[config.mk]
export PLATFORM = sky130hd
export DESIGN_NAME = control_botones
export DESIGN_NICKNAME = d
export VERILOG_FILES = /design/src/rtl/vga_pkg.sv /design/src/rtl/antirrebote.sv /design/src/rtl/control_botones.sv
export SDC_FILE = /design/constraint.sdc
export NUM_CORES = 1
export LEC_CHECK = 0
export ABC_AREA = 1
export CAP_MARGIN = 20
export CORE_MARGIN = 2
export CORE_UTILIZATION = 40
export CTS_CLUSTER_SIZE = 30
export DETAILED_ROUTE_END_ITERATION = 10
export SLEW_MARGIN = 20
export SYNTH_ARGS = -nofsm -noshare
export SYNTH_HDL_FRONTEND = slang
export SYNTH_HIERARCHICAL = 1
export SYNTH_SLANG_ARGS = --single-unit
[constraint.sdc]
create_clock -name clock_25 -period 2.2 [get_ports clock_25]
set_input_delay 0.33 -clock clock_25 [delete_from_list [all_inputs] [get_ports clock_25]]
set_output_delay 0.33 -clock clock_25 [all_outputs]
set_load 0.005 [all_outputs]
[src/rtl/vga_pkg.sv]
// Shared types and default constants for the VGA front end (button control and
// tile-highlight logic in controlador_vga).
package vga_pkg;

  typedef enum logic [1:0] {IDLE, REQ, RUN} exec_state_t;

  localparam int DEF_DEBOUNCE_CYCLES = 250000;  // 10 ms at 25 MHz
  localparam int DEF_GRID_COLS       = 4;
  localparam int DEF_GRID_ROWS       = 4;

  // Counter width that still holds value n-1 when n is 1.
  function automatic int cnt_width(input int n);
    return (n > 1) ? $clog2(n) : 1;
  endfunction

endpackage

[src/rtl/antirrebote.sv]
// One button path: 2-flop synchroniser, debouncer and press detector.
// Internally "1" means pressed; the raw line is active-low.
module antirrebote
  import vga_pkg::*;
#(
  parameter int DEBOUNCE_CYCLES = DEF_DEBOUNCE_CYCLES
) (
  input  logic clk,
  input  logic reset,
  input  logic i_boton_n,
  output logic o_press
);

  localparam int CW = cnt_width(DEBOUNCE_CYCLES);

  logic [1:0]    r_sync;
  logic          r_deb;
  logic          r_deb_d;
  logic [CW-1:0] r_cnt;
  logic          w_sync;

  assign w_sync = r_sync[1];

  always_ff @(posedge clk) begin
    if (reset) begin
      r_sync  <= 2'b00;
      r_deb   <= 1'b0;
      r_deb_d <= 1'b0;
      r_cnt   <= '0;
    end else begin
      r_sync  <= {r_sync[0], ~i_boton_n};
      r_deb_d <= r_deb;
      if (w_sync == r_deb) begin
        r_cnt <= '0;
      end else if (r_cnt == CW'(DEBOUNCE_CYCLES - 1)) begin
        r_deb <= w_sync;
        r_cnt <= '0;
      end else begin
        r_cnt <= r_cnt + CW'(1);
      end
    end
  end

  // Consumer registers this, so its state changes one edge after the flip.
  assign o_press = r_deb & ~r_deb_d;

endmodule

[src/rtl/control_botones.sv]
// Button front end: cursor position over the tile grid plus the execute
// request/acknowledge/done handshake toward the processing side.
module control_botones
  import vga_pkg::*;
#(
  parameter int DEBOUNCE_CYCLES = DEF_DEBOUNCE_CYCLES,
  parameter int GRID_COLS       = DEF_GRID_COLS,
  parameter int GRID_ROWS       = DEF_GRID_ROWS
) (
  input  logic                                   clock_25,
  input  logic                                   reset,
  input  logic                                   boton_cursor,
  input  logic                                   boton_ejecutar,
  input  logic                                   exec_ack,
  input  logic                                   exec_done,
  output logic [$clog2(GRID_COLS)-1:0]           cursor_x,
  output logic [$clog2(GRID_ROWS)-1:0]           cursor_y,
  output logic [$clog2(GRID_COLS*GRID_ROWS)-1:0] cursor_idx,
  output logic                                   cursor_move,
  output logic                                   exec_req,
  output logic [$clog2(GRID_COLS*GRID_ROWS)-1:0] exec_tile,
  output logic                                   busy
);

  localparam int XW = $clog2(GRID_COLS);
  localparam int YW = $clog2(GRID_ROWS);
  localparam int IW = $clog2(GRID_COLS * GRID_ROWS);

  logic          w_cur_press;
  logic          w_exe_press;
  logic [XW-1:0] r_x;
  logic [YW-1:0] r_y;
  logic [IW-1:0] r_idx;
  logic [IW-1:0] r_tile;
  logic          r_move;
  logic          r_req;
  logic          r_busy;
  exec_state_t   r_state;

  antirrebote #(.DEBOUNCE_CYCLES(DEBOUNCE_CYCLES)) u_deb_cursor (
    .clk       (clock_25),
    .reset     (reset),
    .i_boton_n (boton_cursor),
    .o_press   (w_cur_press)
  );

  antirrebote #(.DEBOUNCE_CYCLES(DEBOUNCE_CYCLES)) u_deb_ejecutar (
    .clk       (clock_25),
    .reset     (reset),
    .i_boton_n (boton_ejecutar),
    .o_press   (w_exe_press)
  );

  always_ff @(posedge clock_25) begin
    if (reset) begin
      r_x     <= '0;
      r_y     <= '0;
      r_idx   <= '0;
      r_tile  <= '0;
      r_move  <= 1'b0;
      r_req   <= 1'b0;
      r_busy  <= 1'b0;
      r_state <= IDLE;
    end else begin
      r_move <= 1'b0;
      case (r_state)
        IDLE: begin
          // Execute has priority; a simultaneous cursor press is dropped.
          if (w_exe_press) begin
            r_tile  <= r_idx;
            r_req   <= 1'b1;
            r_busy  <= 1'b1;
            r_state <= REQ;
          end else if (w_cur_press) begin
            r_move <= 1'b1;
            if (r_x == XW'(GRID_COLS - 1)) begin
              r_x <= '0;
              if (r_y == YW'(GRID_ROWS - 1)) begin
                r_y <= '0;
              end else begin
                r_y <= r_y + YW'(1);
              end
            end else begin
              r_x <= r_x + XW'(1);
            end
            if (r_idx == IW'(GRID_COLS * GRID_ROWS - 1)) begin
              r_idx <= '0;
            end else begin
              r_idx <= r_idx + IW'(1);
            end
          end
        end
        REQ: begin
          if (exec_ack) begin
            r_req   <= 1'b0;
            r_state <= RUN;
          end
        end
        RUN: begin
          if (exec_done) begin
            r_busy  <= 1'b0;
            r_state <= IDLE;
          end
        end
        default: begin
          r_req   <= 1'b0;
          r_busy  <= 1'b0;
          r_state <= IDLE;
        end
      endcase
    end
  end

  assign cursor_x    = r_x;
  assign cursor_y    = r_y;
  assign cursor_idx  = r_idx;
  assign cursor_move = r_move;
  assign exec_req    = r_req;
  assign exec_tile   = r_tile;
  assign busy        = r_busy;

endmodule

==> summary by stage, run 1 <==
Status
The run finished with clean final reports.

Floorplanning
The die covers just over 0.008 mm^2. The effective utilization at floorplan is between 40 and 50%. The die boundary width is 90.4 um.

The die is approximately 90 um tall. After floorplanning, the core was divided into 31 placement rows. The region available for standard cell placement spans a little over 0.007 mm^2.

The number of top-level pins is 21.

Place
The post-DP HPWL is approximately 4200 um. The congestion estimate from routability-driven global placement came to 0.819. The count of buffers added on input and output ports is 20.

Synth
The cell with the most instances after synthesis is nand2_1. A synthesized cell averages 7.48 um^2. Ranked by total cell area, the synthesized netlist is headed by dfxtp_1 (41%), nand2_1 (10%), nor2_1 (9.6%). The number of synthesis warnings is 6. Sorting the synthesized cells by how often they occur yields nand2_1 (80), nor2_1 (76), dfxtp_1 (61). The leading register cell type out of synthesis is dfxtp_1. Of the post-synthesis cell area, the dominant cell type holds around two fifths. Of all cell types, the one taking the most synthesized area is dfxtp_1. Counting flops with a built-in enable in the synthesized netlist gives 0.

After synthesis, flip-flops and latches occupy about 40% of the total area. Counting flops and latches in the post-synthesis netlist gives 61. The gate count after technology mapping is about 400. The post-synthesis net count is 410. The share of synthesized flip-flops with an asynchronous set or reset is 0%. The netlist uses 26 different library cells.

The mapped cell area is a little under 0.003 mm^2.

Timing
The worst slew slack as a fraction of its limit is 76.7%. The worst-case clock skew is 0.00904 ns. The minimum period implied by the final worst setup slack is approximately 1.7 ns.

The final max-slew violation count was 0. The final count of negative-setup-slack endpoints is 0. The final setup TNS is 0 ns. The number of endpoints with negative hold slack in the final report is 0. The highest achievable clock rate is roughly 600 MHz. At the pin with the least slew margin, the transition time is ~0.35 ns. Of the available clock period, the critical path in the final layout requires around three quarters.

Setup repair after global routing left no endpoint under its margin. The worst hold slack after final layout is just over 0.4 ns.

Detailed routing
The detailed router finished its first iteration with ~80 violations. The number of vias after detailed routing is about 2500. The detail route stage leaves a number of antenna-violating nets equal to 0. The number of optimization iterations in the first detailed-route pass is 4. After detailed routing, the number of vias per cell comes to between 4 and 5. The number of design rule violations left after detail routing is 0.

The routed design has about 5700 um of wire. Dividing the detail-routed wire length by the instance count gives 10.8 um.

Setup path
The number of buffers and inverters on the critical path is 1. On the critical path, the stage with the largest delay is an instance of clkdlybuf4s50_1. At the worst endpoint, the required time is about 1.9 ns. The largest delay contributor family on the critical path is buffers and inverters. The startpoint kind of the worst setup timing path is a flip-flop. The capturing element type of the critical path is a primary output. The maximum fanout along the worst path is 7. The longest individual stage delay on the worst path is about 0.56 ns. For the worst setup path, the data arrival time is about 1.3 ns. The signal on the critical path passes through clkdlybuf4s50_1. The critical path is of the reg2out type.

GRT
The first-pass GRT wire length is roughly 10000 um. The largest net degree at the start of global routing is 19. The initial antenna violation count is 0.

Global routing consumed, over all layers together, ~15% of the routing resources. The met2 demand-to-capacity share in global routing is between 20% and 30%. In the global route stage, met1 resource usage came out at 19.9%.

The via count of the first global-routing pass is around 2300. The fraction of met3 tracks used by global routing is 3.01%. The overall overflow remaining after global route is 0. The most used routing layer is met2.

Pwr
Across the VDD grid, the largest voltage drop is between 300 and 400 uV. The power density normalized to cell area is approximately 640 mW/mm^2. For this design the static power due to leakage is approximately 1.2 nW. The sum of internal, switching and leakage power is about 0.0022 W.

CTS
CTS placed an instance of clkbuf_8 at the clock tree root. The clock passes through at most 2 buffers. The number of hold buffers added after CTS was 0.

The clock sink count is between 60 and 70. The CTS tree is built. The insertion delay of the later-clocked pin in the worst-skew pair is 0.33 ns.

After clock tree synthesis, the clock-pin slew on the worst setup and hold paths is 0.07 ns. The setup fix buffers added after clock tree synthesis is 0. The number of instances resized during post-cts repair is 0. The CTS buffer count is 9. The H-tree depth is 3.

Final layout
The layout-stage area growth over the synthesis result is 16.5%. Of the cells placed in the final design, the portion with a size suffix greater than 1 is 15.5%. Summing all multi-input logic gate instances after layout gives around 0.0016 mm^2. The number of antenna diodes in the final layout is 0.

The area occupied by registers is 0.00122 mm^2. Once layout is complete, the utilization of the core stands at 47.9%. The final layout net count is roughly 440. The count of fill cells added during filler insertion is 763.

Hold path
The type of the tightest min-delay check is reg2reg.

Run
Across the run, the number of max-cap violations was 0.
==> power breakdown <==
part	internal, W	switching (W)	total, W	leakage, nW
Combinational	0.0000149	0.0000215	0.0000365	0.566
Sequential	0.00111	0.00000236	0.00111	0.492
Clock	0.000633	0.000428	0.00106	0.107
Total	0.00176	0.000452	0.00221	1.17
==> area by class of cell <==
type | count | share of cell area [%]
multi-input combinational | 300 | 45.5
sequential | 61 | 35.1
timing repair buffer | 21 | 5.98
inverter | 35 | 3.85
clock buffer | 11 | 3.78
tap | 99 | 3.56
clock inverter | 5 | 2.16
==> worst paths after layout <==
path                                           start                             endpoint  slack (ns)  cells past startpoint
hold reg to reg    u_deb_cursor/r_sync[0]$_SDFF_PP0_    u_deb_cursor/r_sync[1]$_SDFF_PP0_        0.41                      2
setup / recovery          cursor_idx[2]$_SDFFE_PP0P_                        cursor_idx[2]        0.54                      1
hold / removal     u_deb_cursor/r_sync[0]$_SDFF_PP0_    u_deb_cursor/r_sync[1]$_SDFF_PP0_        0.41                      2
setup reg to reg  u_deb_ejecutar/r_cnt[0]$_SDFF_PP0_  u_deb_ejecutar/r_cnt[11]$_SDFF_PP0_        0.67                      7
==> worst reg2reg max path, cell delays in order, from the launching register on <==
cell and delay, ns:
dfxtp_1 0.41, ha_1 0.26, nand2_2 0.09, nor2_4 0.13, nand2_2 0.07, nand3b_4 0.16
nand2_4 0.22, nor2_1 0.09
==> metal layers <==
layer	part of all wire, %	routed length, um	vias up
met5	0	0	-
met2	45	2590	20
met3	2.9	168	7
met4	1.3	76	0
met1	51	2910	1110
li1	-	-	1314
==> through the flow <==
stage / instance area (um^2) / cells / setup WS (ns)
after global routing: 3480 / 532 / 0.485
final: 3480 / 532 / 0.539
after floorplan: 2980 / 399 / 0.802
after global placement: 3270 / 516 / 0.544
after detailed placement: 3270 / 516 / 0.516
after CTS: 3480 / 532 / 0.507
==> placed cells by master, fill, tap and decap left out <==
| master | instances |
|---|---|
| nand2_1 | 80 |
| nor2_1 | 76 |
| dfxtp_1 | 61 |
| inv_1 | 30 |
| nand3_1 | 26 |
| nor2_2 | 24 |
| a21oi_1 | 20 |
| clkdlybuf4s50_1 | 20 |
| xor2_1 | 15 |
| o21ai_0 | 14 |
| clkbuf_8 | 9 |
| nor2_4 | 7 |
| nand2_2 | 6 |
| or2_0 | 6 |
| ha_1 | 5 |
| inv_2 | 4 |
| nand2_4 | 4 |
| xnor2_1 | 4 |
| nand4_1 | 3 |
| clkinv_2 | 3 |
| nand3b_1 | 2 |
| o21ai_1 | 2 |
| clkbuf_1 | 2 |
| bufinv_16 | 2 |
| nand3b_4 | 2 |
| nand3_2 | 2 |
| inv_4 | 1 |
| a21oi_2 | 1 |
| or2_2 | 1 |
| buf_4 | 1 |
==> kinds of logic after synthesis <==
logic type	synth area share, %
flip-flops	40.9
AND/OR/NAND/NOR	39.1
buffers and inverters	6.00
adder cells (fa/ha/maj)	2.10
XOR/XNOR	5.58
AO/OA/AOI/OAI	6.33
==> flip-flops by register name, summed over array words and instances (netlist names) <==
register	cells
u_deb_ejecutar/r_deb	1
u_deb_ejecutar/r_cnt	18
u_deb_cursor/r_deb_d	1
exec_req	1
u_deb_ejecutar/r_sync	2
cursor_idx	4
exec_tile	4
u_deb_ejecutar/r_deb_d	1
cursor_move	1
cursor_y	2
r_state	2
u_deb_cursor/r_sync	2
u_deb_cursor/r_deb	1
u_deb_cursor/r_cnt	18
busy	1
cursor_x	2
(Power assumes the default switching activity.)
==> inputs of run 2 (changes only) <==
==> constraint.sdc (replaced) <==
create_clock -name clock_25 -period 1.6 [get_ports clock_25]
set_input_delay 0.24 -clock clock_25 [delete_from_list [all_inputs] [get_ports clock_25]]
set_output_delay 0.24 -clock clock_25 [all_outputs]
set_load 0.005 [all_outputs]
==> run 2 against run 1 <==
Compared with the run above:
- critical endpoint is now cursor_idx[3]
- total power rose by 34%
- clock power increased by 30%
- first-iteration DRC count is 1.2% higher
- register-to-register slack lost 0.53 ns
==> summary by stage, run 2 (synthesized netlist as in run 1, its figures left out) <==
Detailed routing
The number of optimization iterations in the first detailed-route pass is 4 (unchanged). The average via count per standard cell was 4.61 (about the same). The number of antenna-violating nets in the routed design is 0 (unchanged). The aggregate routed wire length is 5600 um (was 5740 um). The number of violations reported at the end of detailed-routing iteration 0 is 82 (was 81).

The detail-routed net length per standard cell is 10.5 um (was 10.8 um). The number of vias after detailed routing is 2466 (was 2451). The number of design rule violations left after detail routing is 0 (unchanged).

Run
The reported max-cap violation count is 0 (unchanged).

Setup path
The slowest cell on the critical path is clkdlybuf4s50_1 (unchanged). The launch instance of the worst register-to-register path was u_deb_ejecutar/r_cnt[1]$_SDFF_PP0_ (was u_deb_ejecutar/r_cnt[0]$_SDFF_PP0_). The data arrival time at the worst-slack endpoint came to 1.28 ns (was 1.33 ns). The startpoint kind of the worst setup timing path is a flip-flop (unchanged). The destination of the worst register-to-register timing path is u_deb_ejecutar/r_cnt[11]$_SDFF_PP0_ (unchanged). The count of buffer and inverter cells on the critical path came to 1 (unchanged). Sequence of cells on the critical path: clkdlybuf4s50_1 (unchanged).

The slack of the worst reg-to-reg path is 0.14 ns (was 0.67 ns). The depth of the worst register-to-register path is 7 (unchanged). The largest delay contributor family on the critical path is buffers and inverters (unchanged). The critical path data required time is 1.36 ns (was 1.87 ns). The critical setup path kind was reg2out (unchanged). The maximum fanout along the worst path is 5 (was 7). The longest individual stage delay on the worst path is 0.53 ns (was 0.56 ns). The capturing element type of the critical path is a primary output (unchanged).

Final layout
The number of inserted diodes is 0 (unchanged). Largest registers in the final layout: u_deb_cursor/r_cnt x18, u_deb_ejecutar/r_cnt x18 (unchanged). The layout-stage area growth over the synthesis result was 17.2% (was 16.5%). The fraction of final layout cells with drive strength greater than 1 is 17.0% (was 15.5%). The final layout net count is 442 (was 439).

The most common cell after layout, fill and taps aside is nand2_1 (unchanged). The utilization after layout is 48.2% (was 47.9%). Most used cells in the layout excluding fill and tap cells: nand2_1 (80), nor2_1 (76), dfxtp_1 (58), inv_1 (30), nand3_1 (26) (was nand2_1 (80), nor2_1 (76), dfxtp_1 (61), inv_1 (30), nand3_1 (26)).

CTS
The clock-pin slew of the registers on the worst-case setup and hold paths is 0.08 ns (was 0.07 ns). The clock sink count is 61 (unchanged). The total of hold buffers inserted after clock tree synthesis is 0 (unchanged). The H-tree depth is 3 (unchanged).

The CTS buffer count was 9 (unchanged). The setup fix buffers added after clock tree synthesis came to 0 (unchanged). The CTS tree is built (unchanged).

The clock root buffer master was clkbuf_8 (unchanged). The insertion delay of the later-clocked pin in the worst-skew pair is 0.34 ns (was 0.33 ns). The largest buffer count on any clock path came to 2 (unchanged).

Timing
RSZ-0062 raised after global routing: no (unchanged). The worst-case clock skew is 0.0106 ns (was 0.00904 ns). The worst slew slack as a fraction of its limit was 76.8% (was 76.7%). The final max-slew violation count is 0 (unchanged). The final count of negative-setup-slack endpoints is 0 (unchanged). The highest achievable clock rate is about 660 MHz. The transition at the pin with the smallest max-transition slack is 0.348 ns (was 0.349 ns). The worst path uses 95.0% of the clock period.

The number of endpoints with negative hold slack in the final report is 0 (unchanged). The minimum period implied by the final worst setup slack is 1.52 ns.

Status
Outcome: complete, no violations (unchanged).

Hold path
The beginning of the worst hold path is u_deb_ejecutar/r_sync[0]$_SDFF_PP0_ (was u_deb_cursor/r_sync[0]$_SDFF_PP0_). The end of the worst hold path is u_deb_ejecutar/r_sync[1]$_SDFF_PP0_ (was u_deb_cursor/r_sync[1]$_SDFF_PP0_). The type of the tightest min-delay check is reg2reg (unchanged). The worst hold path depth is 2 (unchanged).

GRT
The total track usage is 15.7% (was 15.3%). The initial antenna violation count was 0 (unchanged). The first-pass GRT wire length was 10500 um (was 10300 um). The via count of the first global-routing pass came to 2466 (was 2323).

The overall overflow remaining after global route was 0 (unchanged). The largest net degree at the start of global routing was 19 (unchanged).

Place
The post-DP HPWL is 4090 um (was 4220 um). The number of I/O port buffers is 20 (unchanged). The last weighted congestion value of the routability-driven placer is 0.827 (was 0.819).

Floorplanning
The number of top-level pins is 21 (unchanged). The number of core rows is 31 (unchanged). The die boundary width was 90.4 um (unchanged). The die span in y is 90.4 um (unchanged). The full die area is 0.00816 mm^2 (unchanged). The effective utilization at floorplan is 41.1% (unchanged). The core area is 0.00725 mm^2 (unchanged).

Pwr
The sum of internal, switching and leakage power is 0.00296 W (was 0.00221 W). The standby leakage power is 1.17 nW (about the same). The maximum ir drop on the vdd rail came to 570 uV (was 388 uV). The power density normalized to cell area was 848 mW/mm^2 (was 635 mW/mm^2).
run 2: metal layers:
layer | track usage [%] | up-vias | routed length (um)
met1 | 19.9 | 1113 | 2860
met5 | 0 | - | 0
met2 | 24.2 | 31 | 2470
met3 | 5.76 | 7 | 200
met4 | 6.03 | 0 | 73
li1 | - | 1315 | -
run 2: worst max path at each step:
stage,cells after the start,slack (ns),from,endpoint
floorplan,8,0.20,u_deb_cursor/r_cnt[0]$_SDFF_PP0_,u_deb_cursor/r_cnt[13]$_SDFF_PP0_
CTS,1,0.01,cursor_idx[2]$_SDFFE_PP0P_,cursor_idx[2]
global route,7,0.001,u_deb_ejecutar/r_cnt[1]$_SDFF_PP0_,u_deb_ejecutar/r_cnt[14]$_SDFF_PP0_
finish,1,0.08,cursor_idx[3]$_SDFFE_PP0P_,cursor_idx[3]
global placement,6,0.01,reset,u_deb_ejecutar/r_cnt[14]$_SDFF_PP0_
detailed placement,6,-0.008,reset,u_deb_ejecutar/r_cnt[14]$_SDFF_PP0_
run 2: tightest hold or removal path: cells and delay by family (launching register included):
kind	cells	cell delay (ns)
buffers and inverters	1	0.04
DFF	1	0.30
and+or+nand+nor	1	0.03
run 2: where the power goes:
group | internal, W | switching [W]
clock | 0.000764 | 0.000619
sequential | 0.00152 | 0.00000185
combinational | 0.0000237 | 0.0000317
run 2: metrics by stage:
step / setup TNS, ns / worst slack (ns) / instances / hold slack (ns) / instance area [um^2]
floorplan: 0 / 0.202 / 399 / 0.302 / 2980
global placement: 0 / 0.00963 / 519 / 0.395 / 3290
detailed placement: -0.00779 / -0.00779 / 519 / 0.398 / 3290
CTS: 0 / 0.0147 / 535 / 0.393 / 3490
global route: 0 / 0.00117 / 535 / 0.386 / 3500
finish: 0 / 0.0796 / 535 / 0.400 / 3500
run 2: timing repair:
action,4_1_cts,5_1_grt
endpoints found under the hold margin,0,0
endpoints found under the setup margin,0,3
gates resized for setup,0,3
run 2: cell type report:
type / count / area [um^2]
Clock buffer: 11 / 141
Clock inverter: 5 / 58.8
Fill cell: 777 / 3760
Inverter: 35 / 134
Multi-Input combinational cell: 300 / 1580
Sequential cell: 61 / 1220
Tap cell: 99 / 124
Timing Repair Buffer: 24 / 230
==> inputs of run 3 (changes only) <==
--- a/config.mk
+++ b/config.mk
@@ -11,6 +11,9 @@
 export CORE_UTILIZATION = 40
 export CTS_CLUSTER_SIZE = 30
 export DETAILED_ROUTE_END_ITERATION = 10
+export PLACE_DENSITY = 0.56
+export SKIP_CTS_REPAIR_TIMING = 1
+export SKIP_LAST_GASP = 1
 export SLEW_MARGIN = 20
 export SYNTH_ARGS = -nofsm -noshare
 export SYNTH_HDL_FRONTEND = slang
==> run 3 against run 2 <==
Compared with the run above:
- clock-buffer cell count down 2
- sequential power barely moved
- largest power group is now the clock network
- critical endpoint is now cursor_idx[1]
- total power grew 9.8%
- clock power is 21% higher
- critical path type unchanged
- core utilization rose by 0.81 points
- die area did not move
- register-to-register slack hardly changed
- clock skew down 0.0027 ns
- first-iteration DRC count down 9.8%
- flip-flop and latch count is the same
- maximum frequency fell by 0.52%
- hold slack improved by 0.0076 ns
==> summary by stage, run 3 (synthesized netlist as in run 1, its figures left out) <==
Pwr
The standby leakage power is 1.20 nW (was 1.17 nW). The maximum ir drop on the vdd rail came to 737 uV (was 570 uV). The power density normalized to cell area was 916 mW/mm^2 (was 848 mW/mm^2).

GRT
The via count of the first global-routing pass is 2330 (was 2466). The initial antenna violation count is 0 (unchanged). The overall overflow remaining after global route is 0 (unchanged). The largest net degree at the start of global routing is 19 (unchanged). The total track usage is 15.7% (about the same). The first-pass GRT wire length is 10500 um (about the same).

Setup path
The critical path data required time came to 1.36 ns (about the same). The slack of the worst reg-to-reg path came to 0.13 ns (was 0.14 ns). The data arrival time at the worst-slack endpoint was 1.29 ns (was 1.28 ns). The maximum fanout along the worst path is 5 (unchanged). Sequence of cells on the critical path: clkdlybuf4s50_1 (unchanged). The startpoint kind of the worst setup timing path is a flip-flop (unchanged).

The largest delay contributor family on the critical path is buffers and inverters (unchanged). The critical setup path kind is reg2out (unchanged). The slowest cell on the critical path is clkdlybuf4s50_1 (unchanged).

The count of buffer and inverter cells on the critical path is 1 (unchanged). The longest individual stage delay on the worst path was 0.53 ns (about the same). The capturing element type of the critical path is a primary output (unchanged).

CTS
The clock root buffer master is clkbuf_8 (unchanged). The H-tree depth is 3 (unchanged). The CTS buffer count is 9 (unchanged).

The CTS tree is built (unchanged). The clock sink count is 61 (unchanged). The insertion delay of the later-clocked pin in the worst-skew pair is 0.34 ns (about the same). The clock-pin slew of the registers on the worst-case setup and hold paths is 0.08 ns (about the same). The largest buffer count on any clock path was 2 (unchanged).

Hold path
The type of the tightest min-delay check is reg2reg (unchanged).

Status
Outcome: complete, no violations (unchanged).

Run
The reported max-cap violation count is 0 (unchanged).

Timing
The minimum period implied by the final worst setup slack is 1.53 ns (was 1.52 ns). RSZ-0062 raised after global routing: no (unchanged). The final count of negative-setup-slack endpoints is 0 (unchanged). The worst-case clock skew came to 0.00790 ns (was 0.0106 ns).

The final setup TNS was 0 ns (unchanged). The worst slew slack as a fraction of its limit is 74.9% (was 76.8%). The share of the cycle needed by the critical path after routing came to 95.5% (was 95.0%). The transition at the pin with the smallest max-transition slack is 0.376 ns (was 0.348 ns). The number of endpoints with negative hold slack in the final report came to 0 (unchanged). The highest achievable clock rate is 654 MHz (was 658 MHz). The final max-slew violation count is 0 (unchanged).

Detailed routing
The number of vias after detailed routing is 2488 (was 2466). The number of antenna-violating nets in the routed design is 0 (unchanged). The detail-routed net length per standard cell is 10.7 um (was 10.5 um).

The average via count per standard cell was 4.63 (was 4.61). The number of design rule violations left after detail routing is 0 (unchanged). The aggregate routed wire length is 5750 um (was 5600 um). The number of optimization iterations in the first detailed-route pass is 5 (was 4). The number of violations reported at the end of detailed-routing iteration 0 is 74 (was 82).

Floorplanning
The die boundary width is 90.4 um (unchanged). The number of core rows is 31 (unchanged). The number of top-level pins was 21 (unchanged). The full die area is 0.00816 mm^2 (unchanged).

The effective utilization at floorplan is 41.1% (unchanged). The core area was 0.00725 mm^2 (unchanged). The die span in y is 90.4 um (unchanged).

Final layout
The layout-stage area growth over the synthesis result is 19.2% (was 17.2%). Largest registers in the final layout: u_deb_cursor/r_cnt x18, u_deb_ejecutar/r_cnt x18 (unchanged). The non-filler instance count after layout came to 537 (was 535).

The most common cell after layout, fill and taps aside is nand2_1 (unchanged). The fraction of final layout cells with drive strength greater than 1 is 17.1% (was 17.0%). Most used cells in the layout excluding fill and tap cells: nand2_1 (80), nor2_1 (76), dfxtp_1 (60), inv_1 (30), nand3_1 (26) (was nand2_1 (80), nor2_1 (76), dfxtp_1 (58), inv_1 (30), nand3_1 (26)). The final layout net count is 444 (was 442). The count of fill cells added during filler insertion is 730 (was 777).

The number of inserted diodes is 0 (unchanged).

Place
The post-DP HPWL is 4290 um (was 4090 um). The total placed cells including tap cells came to 521 (was 519). The number of I/O port buffers came to 20 (unchanged).

The last weighted congestion value of the routability-driven placer is 0.839 (was 0.827).
[run 3: cell types whose count changed in the layout (fill, tap and decap cells not counted), sizes merged]
cell    previous run  this run
buf                4         6
clkbuf            11         9
bufinv             1         3
[run 3: final cells by class]
class / instances / area (um^2) / area share (%)
sequential: 61 / 1220 / 34.4
multi-input combinational: 300 / 1580 / 44.5
clock inverter: 7 / 123 / 3.45
clock buffer: 9 / 124 / 3.48
inverter: 35 / 134 / 3.77
timing repair buffer: 26 / 245 / 6.90
tap: 99 / 124 / 3.48
[run 3: worst min-delay path, stage by stage (launching register included)]
cell and delay (ns):
dfxtp_1 0.30, inv_1 0.04, nor2_1 0.03
[run 3: metrics by stage]
stage               power (W)  util (%)  setup WS [ns]  cell area (um^2)  hold WS (ns)
global placement      0.00162      45.6         0.0789              3310         0.393
CTS                   0.00331      49.0         0.0288              3550         0.412
detailed placement    0.00162      45.6         0.0366              3310         0.401
global route          0.00338      49.0        0.00850              3550         0.428
finish                0.00325      49.0         0.0716              3550         0.408
floorplan             0.00159         -          0.202              2980         0.302
[run 3: layer usage]
metal / vias to the layer above / share of wire [%] / global-route usage (%)
li1: 1329 / - / -
met1: 1122 / 50 / 20.3
met2: 28 / 45 / 24.2
met3: 9 / 3.5 / 5.26
met4: 0 / 1.6 / 5.90
met5: - / 0 / 0
[run 3: where the power goes]
part | switching (W) | internal, W
registers | 0.00000199 | 0.00152
clock network | 0.000633 | 0.00104
logic | 0.0000314 | 0.0000237
[run 3: final timing paths]
path | cells past startpoint | from | to
min | 2 | u_deb_cursor/r_sync[0]$_SDFF_PP0_ | u_deb_cursor/r_sync[1]$_SDFF_PP0_
min reg2reg | 2 | u_deb_cursor/r_sync[0]$_SDFF_PP0_ | u_deb_cursor/r_sync[1]$_SDFF_PP0_
max | 1 | cursor_idx[1]$_SDFFE_PP0P_ | cursor_idx[1]
max reg2reg | 7 | u_deb_cursor/r_cnt[1]$_SDFF_PP0_ | u_deb_cursor/r_cnt[11]$_SDFF_PP0_
